File: config.mk
export PLATFORM = sky130hd
export DESIGN_NAME = alu_sequencer_flat
export DESIGN_NICKNAME = d
export VERILOG_FILES = /design/src/rtl/alu_seq_pkg.sv /design/src/rtl/alu_sequencer_if.sv /design/src/rtl/alu_sequencer_reg_file4.sv /design/src/rtl/alu_sequencer.sv /design/src/flat_wrapper.sv
export SDC_FILE = /design/constraint.sdc
export NUM_CORES = 1
export LEC_CHECK = 0
export CORE_MARGIN = 2
export CORE_UTILIZATION = 40
export CTS_BUF_LIST = sky130_fd_sc_hd__clkbuf_4
export DETAILED_ROUTE_END_ITERATION = 16
export GPL_ROUTABILITY_DRIVEN = 0
export HOLD_SLACK_MARGIN = 0.05
export PLACE_DENSITY = 0.73
export SLEW_MARGIN = 40
export SYNTH_ARGS = -nofsm -noshare
export SYNTH_HDL_FRONTEND = slang
export SYNTH_SLANG_ARGS = --single-unit
File: constraint.sdc
create_clock -name clk -period 3.8 [get_ports clk]
set_clock_uncertainty 0.1 [all_clocks]
set_input_delay 0.76 -clock clk [delete_from_list [all_inputs] [get_ports clk]]
set_output_delay 0.76 -clock clk [all_outputs]
set_load 0.01 [all_outputs]
File: src/rtl/alu_seq_pkg.sv
// Shared constants, op-codes, flag positions and FSM encoding for the ALU sequencer.
package alu_seq_pkg;

    localparam int unsigned DATA_W   = 8;
    localparam int unsigned NUM_REGS = 4;
    localparam int unsigned ADDR_W   = 2;
    localparam int unsigned OP_W     = 3;
    localparam int unsigned FLAG_W   = 4;

    // Flag bit positions inside the stored {C,A,E,Z} vector
    localparam int unsigned FLAG_C = 3;
    localparam int unsigned FLAG_A = 2;
    localparam int unsigned FLAG_E = 1;
    localparam int unsigned FLAG_Z = 0;

    typedef enum logic [OP_W-1:0] {
        OP_ADD = 3'b000,
        OP_SHR = 3'b001,
        OP_SHL = 3'b010,
        OP_NOT = 3'b011,
        OP_AND = 3'b100,
        OP_OR  = 3'b101,
        OP_XOR = 3'b110,
        OP_CMP = 3'b111
    } alu_op_e;

    typedef enum logic [1:0] {
        ST_IDLE     = 2'd0,
        ST_LOAD_TMP = 2'd1,
        ST_EXEC     = 2'd2,
        ST_WB       = 2'd3
    } seq_state_e;

endpackage

File: src/rtl/alu_sequencer_if.sv
// Request handshake and completion bus between a host and the sequencer.
interface alu_sequencer_if;
    import alu_seq_pkg::*;

    logic              req_valid;
    logic              req_ready;
    logic [OP_W-1:0]   req_op;
    logic [ADDR_W-1:0] req_ra;
    logic [ADDR_W-1:0] req_rb;
    logic [ADDR_W-1:0] req_rd;
    logic              req_cin_sel;
    logic              done;

    modport master (
        output req_valid, req_op, req_ra, req_rb, req_rd, req_cin_sel,
        input  req_ready, done
    );

    modport slave (
        input  req_valid, req_op, req_ra, req_rb, req_rd, req_cin_sel,
        output req_ready, done
    );

endinterface

File: src/rtl/alu_sequencer_reg_file4.sv
// 4x8 register file: one write port, two operand read ports and a host read port.
module reg_file4
    import alu_seq_pkg::*;
(
    input  logic              clk,
    input  logic              rst_n,
    input  logic              we,
    input  logic [ADDR_W-1:0] waddr,
    input  logic [DATA_W-1:0] wdata,
    input  logic [ADDR_W-1:0] raddr_a,
    output logic [DATA_W-1:0] rdata_a_c,
    input  logic [ADDR_W-1:0] raddr_b,
    output logic [DATA_W-1:0] rdata_b_c,
    input  logic [ADDR_W-1:0] raddr_h,
    output logic [DATA_W-1:0] rdata_h_c
);

    logic [DATA_W-1:0] regs_q [NUM_REGS];

    // Storage with async clear and a single write port
    always_ff @(posedge clk or negedge rst_n) begin
        if (!rst_n) begin
            for (int unsigned i = 0; i < NUM_REGS; i++) begin
                regs_q[i] <= '0;
            end
        end else if (we) begin
            regs_q[waddr] <= wdata;
        end
    end

    assign rdata_a_c = regs_q[raddr_a];
    assign rdata_b_c = regs_q[raddr_b];
    assign rdata_h_c = regs_q[raddr_h];

endmodule

File: src/rtl/alu_sequencer.sv
// Four-stage sequencer driving an external ALU from a small register file.
module alu_sequencer
    import alu_seq_pkg::*;
#(
    parameter int unsigned WIDTH = 8,
    parameter int unsigned NREGS = 4
) (
    input  logic                     clk,
    input  logic                     rst_n,
    alu_sequencer_if.slave           bus,
    input  logic                     host_wr_en,
    input  logic [$clog2(NREGS)-1:0] host_wr_addr,
    input  logic [WIDTH-1:0]         host_wr_data,
    input  logic [$clog2(NREGS)-1:0] host_rd_addr,
    output logic [WIDTH-1:0]         host_rd_data,
    output logic [WIDTH-1:0]         alu_a,
    output logic [WIDTH-1:0]         alu_b,
    output logic                     alu_carry_in,
    output logic [OP_W-1:0]          alu_op,
    input  logic [WIDTH-1:0]         alu_out,
    input  logic                     alu_A,
    input  logic                     alu_E,
    input  logic                     alu_Z,
    input  logic                     alu_C,
    output logic [FLAG_W-1:0]        flags
);

    seq_state_e        state_q, state_d;
    logic              accept_c;
    alu_op_e           op_q;
    logic [ADDR_W-1:0] ra_q, rb_q, rd_q;
    logic              cin_sel_q;
    logic [WIDTH-1:0]  acc_q;
    logic              rf_we_c;
    logic [ADDR_W-1:0] rf_waddr_c;
    logic [WIDTH-1:0]  rf_wdata_c;
    logic [WIDTH-1:0]  rf_a_c, rf_b_c;

    assign accept_c = bus.req_valid & bus.req_ready;

    // FSM state register
    always_ff @(posedge clk or negedge rst_n) begin
        if (!rst_n) state_q <= ST_IDLE;
        else        state_q <= state_d;
    end

    // FSM next state: a fixed three-stage walk once a request is taken
    always_comb begin
        state_d = state_q;
        case (state_q)
            ST_IDLE:     if (accept_c) state_d = ST_LOAD_TMP;
            ST_LOAD_TMP: state_d = ST_EXEC;
            ST_EXEC:     state_d = ST_WB;
            ST_WB:       state_d = ST_IDLE;
            default:     state_d = ST_IDLE;
        endcase
    end

    // Handshake outputs registered from the next state
    always_ff @(posedge clk or negedge rst_n) begin
        if (!rst_n) begin
            bus.req_ready <= 1'b1;
            bus.done      <= 1'b0;
        end else begin
            bus.req_ready <= (state_d == ST_IDLE);
            bus.done      <= (state_d == ST_WB);
        end
    end

    // Capture the request fields on accept
    always_ff @(posedge clk or negedge rst_n) begin
        if (!rst_n) begin
            op_q      <= OP_ADD;
            ra_q      <= '0;
            rb_q      <= '0;
            rd_q      <= '0;
            cin_sel_q <= 1'b0;
        end else if (accept_c) begin
            op_q      <= alu_op_e'(bus.req_op);
            ra_q      <= bus.req_ra;
            rb_q      <= bus.req_rb;
            rd_q      <= bus.req_rd;
            cin_sel_q <= bus.req_cin_sel;
        end
    end

    // ALU operand registers: loaded leaving LOAD_TMP so they are live only during EXEC;
    // alu_b doubles as TMP since it holds R[rb] for exactly that cycle
    always_ff @(posedge clk or negedge rst_n) begin
        if (!rst_n) begin
            alu_a        <= '0;
            alu_b        <= '0;
            alu_op       <= '0;
            alu_carry_in <= 1'b0;
        end else if (state_q == ST_LOAD_TMP) begin
            alu_a        <= rf_a_c;
            alu_b        <= rf_b_c;
            alu_op       <= op_q;
            alu_carry_in <= cin_sel_q & flags[FLAG_C];
        end else begin
            alu_a        <= '0;
            alu_b        <= '0;
            alu_op       <= '0;
            alu_carry_in <= 1'b0;
        end
    end

    // Latch ALU result and flags at the end of EXEC
    always_ff @(posedge clk or negedge rst_n) begin
        if (!rst_n) begin
            acc_q <= '0;
            flags <= '0;
        end else if (state_q == ST_EXEC) begin
            acc_q         <= alu_out;
            flags[FLAG_C] <= alu_C;
            flags[FLAG_A] <= alu_A;
            flags[FLAG_E] <= alu_E;
            flags[FLAG_Z] <= alu_Z;
        end
    end

    // Register-file write port: host in IDLE, writeback in WB (CMP writes flags only)
    always_comb begin
        rf_we_c    = 1'b0;
        rf_waddr_c = host_wr_addr;
        rf_wdata_c = host_wr_data;
        if (state_q == ST_IDLE) begin
            rf_we_c = host_wr_en;
        end else if ((state_q == ST_WB) && (op_q != OP_CMP)) begin
            rf_we_c    = 1'b1;
            rf_waddr_c = rd_q;
            rf_wdata_c = acc_q;
        end
    end

    reg_file4 u_rf (
        .clk       (clk),
        .rst_n     (rst_n),
        .we        (rf_we_c),
        .waddr     (rf_waddr_c),
        .wdata     (rf_wdata_c),
        .raddr_a   (ra_q),
        .rdata_a_c (rf_a_c),
        .raddr_b   (rb_q),
        .rdata_b_c (rf_b_c),
        .raddr_h   (host_rd_addr),
        .rdata_h_c (host_rd_data)
    );

endmodule

File: src/flat_wrapper.sv
// flat-port wrapper written by rule: the top's interface ports become plain ports
module alu_sequencer_flat import alu_seq_pkg::*;
#(
    parameter int unsigned WIDTH = 8,
    parameter int unsigned NREGS = 4
)
  (clk, rst_n, host_wr_en, host_wr_addr, host_wr_data, host_rd_addr, host_rd_data, alu_a, alu_b, alu_carry_in, alu_op, alu_out, alu_A, alu_E, alu_Z, alu_C, flags, bus_req_valid, bus_req_op, bus_req_ra, bus_req_rb, bus_req_rd, bus_req_cin_sel, bus_req_ready, bus_done);
  alu_sequencer_if bus_i ();
  input  logic clk;
  input  logic rst_n;
  input  logic host_wr_en;
  input  logic [$clog2(NREGS)-1:0] host_wr_addr;
  input  logic [WIDTH-1:0] host_wr_data;
  input  logic [$clog2(NREGS)-1:0] host_rd_addr;
  output logic [WIDTH-1:0] host_rd_data;
  output logic [WIDTH-1:0] alu_a;
  output logic [WIDTH-1:0] alu_b;
  output logic alu_carry_in;
  output logic [OP_W-1:0] alu_op;
  input  logic [WIDTH-1:0] alu_out;
  input  logic alu_A;
  input  logic alu_E;
  input  logic alu_Z;
  input  logic alu_C;
  output logic [FLAG_W-1:0] flags;
  input wire logic [$bits(bus_i.req_valid)-1:0] bus_req_valid;
  input wire logic [$bits(bus_i.req_op)-1:0] bus_req_op;
  input wire logic [$bits(bus_i.req_ra)-1:0] bus_req_ra;
  input wire logic [$bits(bus_i.req_rb)-1:0] bus_req_rb;
  input wire logic [$bits(bus_i.req_rd)-1:0] bus_req_rd;
  input wire logic [$bits(bus_i.req_cin_sel)-1:0] bus_req_cin_sel;
  output wire logic [$bits(bus_i.req_ready)-1:0] bus_req_ready;
  output wire logic [$bits(bus_i.done)-1:0] bus_done;
  assign bus_i.req_valid = bus_req_valid;
  assign bus_i.req_op = bus_req_op;
  assign bus_i.req_ra = bus_req_ra;
  assign bus_i.req_rb = bus_req_rb;
  assign bus_i.req_rd = bus_req_rd;
  assign bus_i.req_cin_sel = bus_req_cin_sel;
  assign bus_req_ready = bus_i.req_ready;
  assign bus_done = bus_i.done;
  alu_sequencer #(.WIDTH(WIDTH), .NREGS(NREGS)) u_core (.clk(clk), .rst_n(rst_n), .bus(bus_i), .host_wr_en(host_wr_en), .host_wr_addr(host_wr_addr), .host_wr_data(host_wr_data), .host_rd_addr(host_rd_addr), .host_rd_data(host_rd_data), .alu_a(alu_a), .alu_b(alu_b), .alu_carry_in(alu_carry_in), .alu_op(alu_op), .alu_out(alu_out), .alu_A(alu_A), .alu_E(alu_E), .alu_Z(alu_Z), .alu_C(alu_C), .flags(flags));
endmodule
* After elaboration in Yosys (flattened, before gate mapping)
Index checks and enable logic that the tools add are counted.
Cells by class: add/sub/neg operators 0, $mul 0, div/mod/pow operators 0, magnitude comparators 5, equality and inequality tests 5, shift-type cells 0, mux-type cells 24, bitwise operators 6, reduce and logical (&&, ||, !) cells 4
Operators with widths (count):
- $mux 8 | 11
- $bmux 8 s2 | 3
- $bwmux 32 | 1
- $demux 8 s2 | 1
- $ge 3x3->1 const B | 4
- $not 2->3 | 4
- $pmux 2 s4 | 1
- $eq 2x2->1 const B | 3
- $mux 2 | 3
- $logic_not 2->1 | 2
- $lt 3x1->1 const B | 1
- $mux 1 | 3
- $mux 3 | 1
- $ne 3x3->1 const B | 1
- $and 1x1->1 | 2
- $eq 2x1->1 const B | 1
- $logic_and 1x1->1 | 2
Word-level totals: register bits after elaboration 78, bits in latches 0, bits in writable memories 0, memory bits (read-only) 0, output and inout port bits 34, memories 0

* Longest topological paths before layout
depth in word-level cells 10, depth in mapped cells 7

* Modules after synthesis
A second synthesis with hierarchy kept.
Unflattened totals: cells, all modules 216, area total of the unflattened synthesis 3589.7 µm²
By module, submodules not included:
- alu_sequencer | times used 1, cells an instance 118, area an instance 1810.5 µm², sequential area each 1152.4 µm²
- reg_file4 | times used 1, cells an instance 98, area an instance 1779.2 µm², sequential area each 800.8 µm²

* Worst setup path after synthesis
Ideal clock, no wire load.
path kind input port to output port, start input port host_rd_addr[0], end output port host_rd_data[0], arrival time 1548 ps, required time 2940 ps, path slack 1392 ps, stages 2, path through buf_2 -> mux4_2
Between the ends: word-level cells in the longest chain between the ends 4
Ends and longest elaborated chain:
- start: declaration | line flat_wrapper.sv:14 | input logic [$clog2(NREGS)-1:0] host_rd_addr;
- $not 2->3 (implied by the code) | line alu_sequencer_reg_file4.sv:33 | assign rdata_h_c = regs_q[raddr_h];
- $bmux 8 s2 | line alu_sequencer_reg_file4.sv:33
- $mux 8 (implied by the code) (2 in series) | line alu_sequencer_reg_file4.sv:33
- end: declaration | line flat_wrapper.sv:15 | output logic [WIDTH-1:0] host_rd_data;
Every way passes these cells. The select of a mux whose other input is x is not followed.

* Final worst setup path
start input port host_rd_addr[0], end output port host_rd_data[4]
Same word-level chain as after synthesis.

==> results.sh <==
export IMPL_layout_nets=432
export IMPL_timing_fmax_ghz=0.303
export IMPL_worst_slack_ns=0.498
export IMPL_pwr_share_seq_pct=42.8
export IMPL_grt_pass1_vias=2953
export IMPL_core_um2=9730
export IMPL_slew_viol_final=0
export IMPL_cp_end_kind="output port"
export IMPL_comb_power_share_pct=42.7
export IMPL_period_needed_ns=3.30
export IMPL_synth_seq_cells=78
export IMPL_endpoint="host_rd_data[4]"
export IMPL_cts_made_buffers=9
export IMPL_worstMarginPinSlew_ns=0.727
export IMPL_synth_distinct_cells=29
export IMPL_fin_setup_tns_ns=0
export IMPL_die_x_um=104
export IMPL_ctsHoldBuffers=0
export IMPL_reg2reg_slack_ns=1.61
export IMPL_worst_r2r_path_depth=5
export IMPL_yosys_warnings=0
export IMPL_power_internal_mw=2.53
export IMPL_power_switching_mw=1.39
export IMPL_io_pins=72
export IMPL_postCtsResizedCells=0
export IMPL_h_tree_depth=3
export IMPL_grt_max_degree=79
export IMPL_timing_rr_start="u_core.state_q[0]$_DFF_PN0_"
export IMPL_synth_cells=333
export IMPL_final_util_pct=50.8
export IMPL_critPathArrivalTime_ns=2.44
export IMPL_drv_cap=0
export IMPL_fin_crit_sh_pct=86.9
export IMPL_crit_path_start="host_rd_addr[0]"
export IMPL_die_area_um2=10800
export IMPL_antennaDiodeCount=0
export IMPL_syn_area_per_cell_um2=12.0
export IMPL_layout_drive_gt1_share_pct=20.8
export IMPL_power_leakage_nw=1.98
export IMPL_clk_path_buf_depth=2
export IMPL_routed_via_density=5.76
export IMPL_irDropWorstVdd_mv=0.241
export IMPL_clk_pin_slew_ns=0.12
export IMPL_cts_sinks=78
export IMPL_io_buffers=71
export IMPL_die_h_um=104
export IMPL_rsz0062_at_grt="false"
export IMPL_seq_area_frac_synth_pct=48.8
export IMPL_finalSetupViolations=0
export IMPL_swShare_pct=35.5
export IMPL_routed_wl_mm=9.00
export IMPL_rr_endpoint="u_core.u_rf.regs_q[28]$_DFFE_PN0P_"
export IMPL_syn_nets=376
export IMPL_dpl_cell_area_um2=4780
export IMPL_critical_path_class="input pin to output port"
export IMPL_hold_viol=0
export IMPL_grt_pass1_wl_mm=14.8
export IMPL_grtUsageTotal_pct=17.0
export IMPL_rows=36
export IMPL_worst_setup_path_start_kind="input pin"
export IMPL_cp_max_fo=8
export IMPL_whs_ns=0.248
export IMPL_drt_initial_drc_count=304
export IMPL_clockPowerShare_pct=14.5
export IMPL_grt_overflow=0
export IMPL_maxSlewHeadroom_pct=51.4
export IMPL_vias=3036
export IMPL_worstSkewPairLatency_ns=0.43
export IMPL_drc_errors=0
export IMPL_finalInstanceArea_um2=4940
export IMPL_cts_root_buf="clkbuf_4"
export IMPL_synth_area_um2=4000
export IMPL_critPathRequiredTime_ns=2.94
export IMPL_dp_slack_ns=0.490
export IMPL_ant_nets=0
export IMPL_first_pass_iters=5
export IMPL_cts_setup_buffers=0
export IMPL_start_util_pct=41.2
export IMPL_status="completed"
export IMPL_powerDensity_nw_per_um2=794
export IMPL_wl_per_cell_um=17.1
export IMPL_dp_final_hpwl_mm=6.58
export IMPL_antenna_found_initial=0
export IMPL_hp_class="input pin to async pin"
export IMPL_synthToLayoutAreaGrowth_pct=23.5
export IMPL_cts_tree="yes"
## cell type report
| type | instances | area [um2] |
|---|---|---|
| Sequential cell | 78 | 1950 |
| Inverter | 2 | 7.51 |
| Clock buffer | 9 | 67.6 |
| Tap cell | 133 | 166 |
| Fill cell | 908 | 4780 |
| Multi-Input combinational cell | 221 | 1900 |
| Timing Repair Buffer | 77 | 757 |
| Clock inverter | 7 | 97.6 |
## state kept, by name (all words and copies together), names as in the netlist, 2 cells and up
signal              count
u_core.u_rf.regs_q     32
u_core.acc_q            8
u_core.alu_a            8
u_core.alu_b            8
u_core.flags            4
u_core.alu_op           3
u_core.op_q             3
u_core.ra_q             2
u_core.rb_q             2
u_core.rd_q             2
u_core.state_q          2
## synth_stat cells
cell type  number  area [um2]
o211ai_2        8         100
nor2_1          2        7.51
nand3_1        65         325
buf_2           5        25.0
dfstp_2         1        26.3
nor4bb_1        3        30.0
buf_6           3        33.8
mux4_2         24         541
clkbuf_1       15        56.3
and3_1          2        12.5
nand4_1         1        6.26
and2_1         19         119
nand2_1        33         124
dfrtp_1        77        1930
and4b_1         3        30.0
buf_4           1        7.51
and4_1          1        8.76
clkbuf_2        1        5.00
mux2_2         22         248
buf_1           7        26.3
a31oi_1         1        6.26
o211ai_1       24         180
nand4bb_1       2        22.5
inv_1           2        7.51
or4bb_1         1        11.3
ha_1            5        62.6
or4b_4          1        13.8
nor4b_2         1        15.0
nand4b_1        3        26.3
## power by group through the flow
stage	Combinational [mW]	Sequential (mW)	Clock [mW]
final	1.68	1.68	0.569
after global routing	1.82	1.75	0.616
after CTS	1.69	1.68	0.583
after detailed placement	1.68	1.69	0
after global placement	1.63	1.68	0
after floorplan	1.23	1.52	0
## logic make-up (layout without fill, tap and decap cells)
logic type,after synthesis,in the layout,share of synthesized area (%)
and+or+nand+nor,137,137,18.8
DFF,78,78,48.8
muxes,46,46,19.7
buffers and inverters,34,95,4.03
AOI/OAI and AO/OA,33,33,7.16
adders and majority gates,5,5,1.56
## cell usage in the layout, fill, tap and decap left out, drive strengths merged
cell type and count:
dfrtp 77, clkdlybuf4s50 70, nand3 65, nand2 33, o211ai 32, mux4 24
mux2 22, and2 19, clkbuf 9, buf 7, ha 5, and4b 3
nor4bb 3, nand4b 3, inv 3, nor2 2, nand4bb 2, clkinvlp 2
bufinv 2, and3 2, clkinv 2, a31oi 1, and4 1, nand4 1
nor4b 1, or4b 1, or4bb 1, dfstp 1
## stage by stage
stage	std cells	total power [mW]
final	527	3.93
after global placement	511	3.31
after global routing	527	4.19
after floorplan	333	2.75
after CTS	527	3.95
after detailed placement	511	3.38
## worst max-delay path, stage by stage
cell             delay, ns
clkdlybuf4s50_1       0.46
buf_4                 0.21
mux4_2                0.53
clkdlybuf4s50_1       0.49
## worst min-delay path by stage
stage / from / to / slack, ns / depth (start not counted)
finish: rst_n / u_core.ra_q[1]$_DFFE_PN0P_ / 0.25 / 1
global route: rst_n / u_core.alu_op[2]$_DFF_PN0_ / 0.29 / 1
CTS: rst_n / u_core.alu_a[1]$_DFF_PN0_ / 0.26 / 1
detailed placement: u_core.cin_sel_q$_DFFE_PN0P_ / u_core.cin_sel_q$_DFFE_PN0P_ / 0.40 / 1
global placement: u_core.cin_sel_q$_DFFE_PN0P_ / u_core.cin_sel_q$_DFFE_PN0P_ / 0.38 / 1
floorplan: rst_n / u_core.acc_q[0]$_DFFE_PN0P_ / 0.36 / 0
## routing by layer
layer / track usage, % / vias up / share of wire (%)
met5: 0 / - / 0
met4: 6.56 / 0 / 1.4
met3: 3.38 / 13 / 8.1
met2: 27.6 / 148 / 48
met1: 22.6 / 1520 / 42
li1: - / 1355 / -
Power figures use the tool's default switching activity.
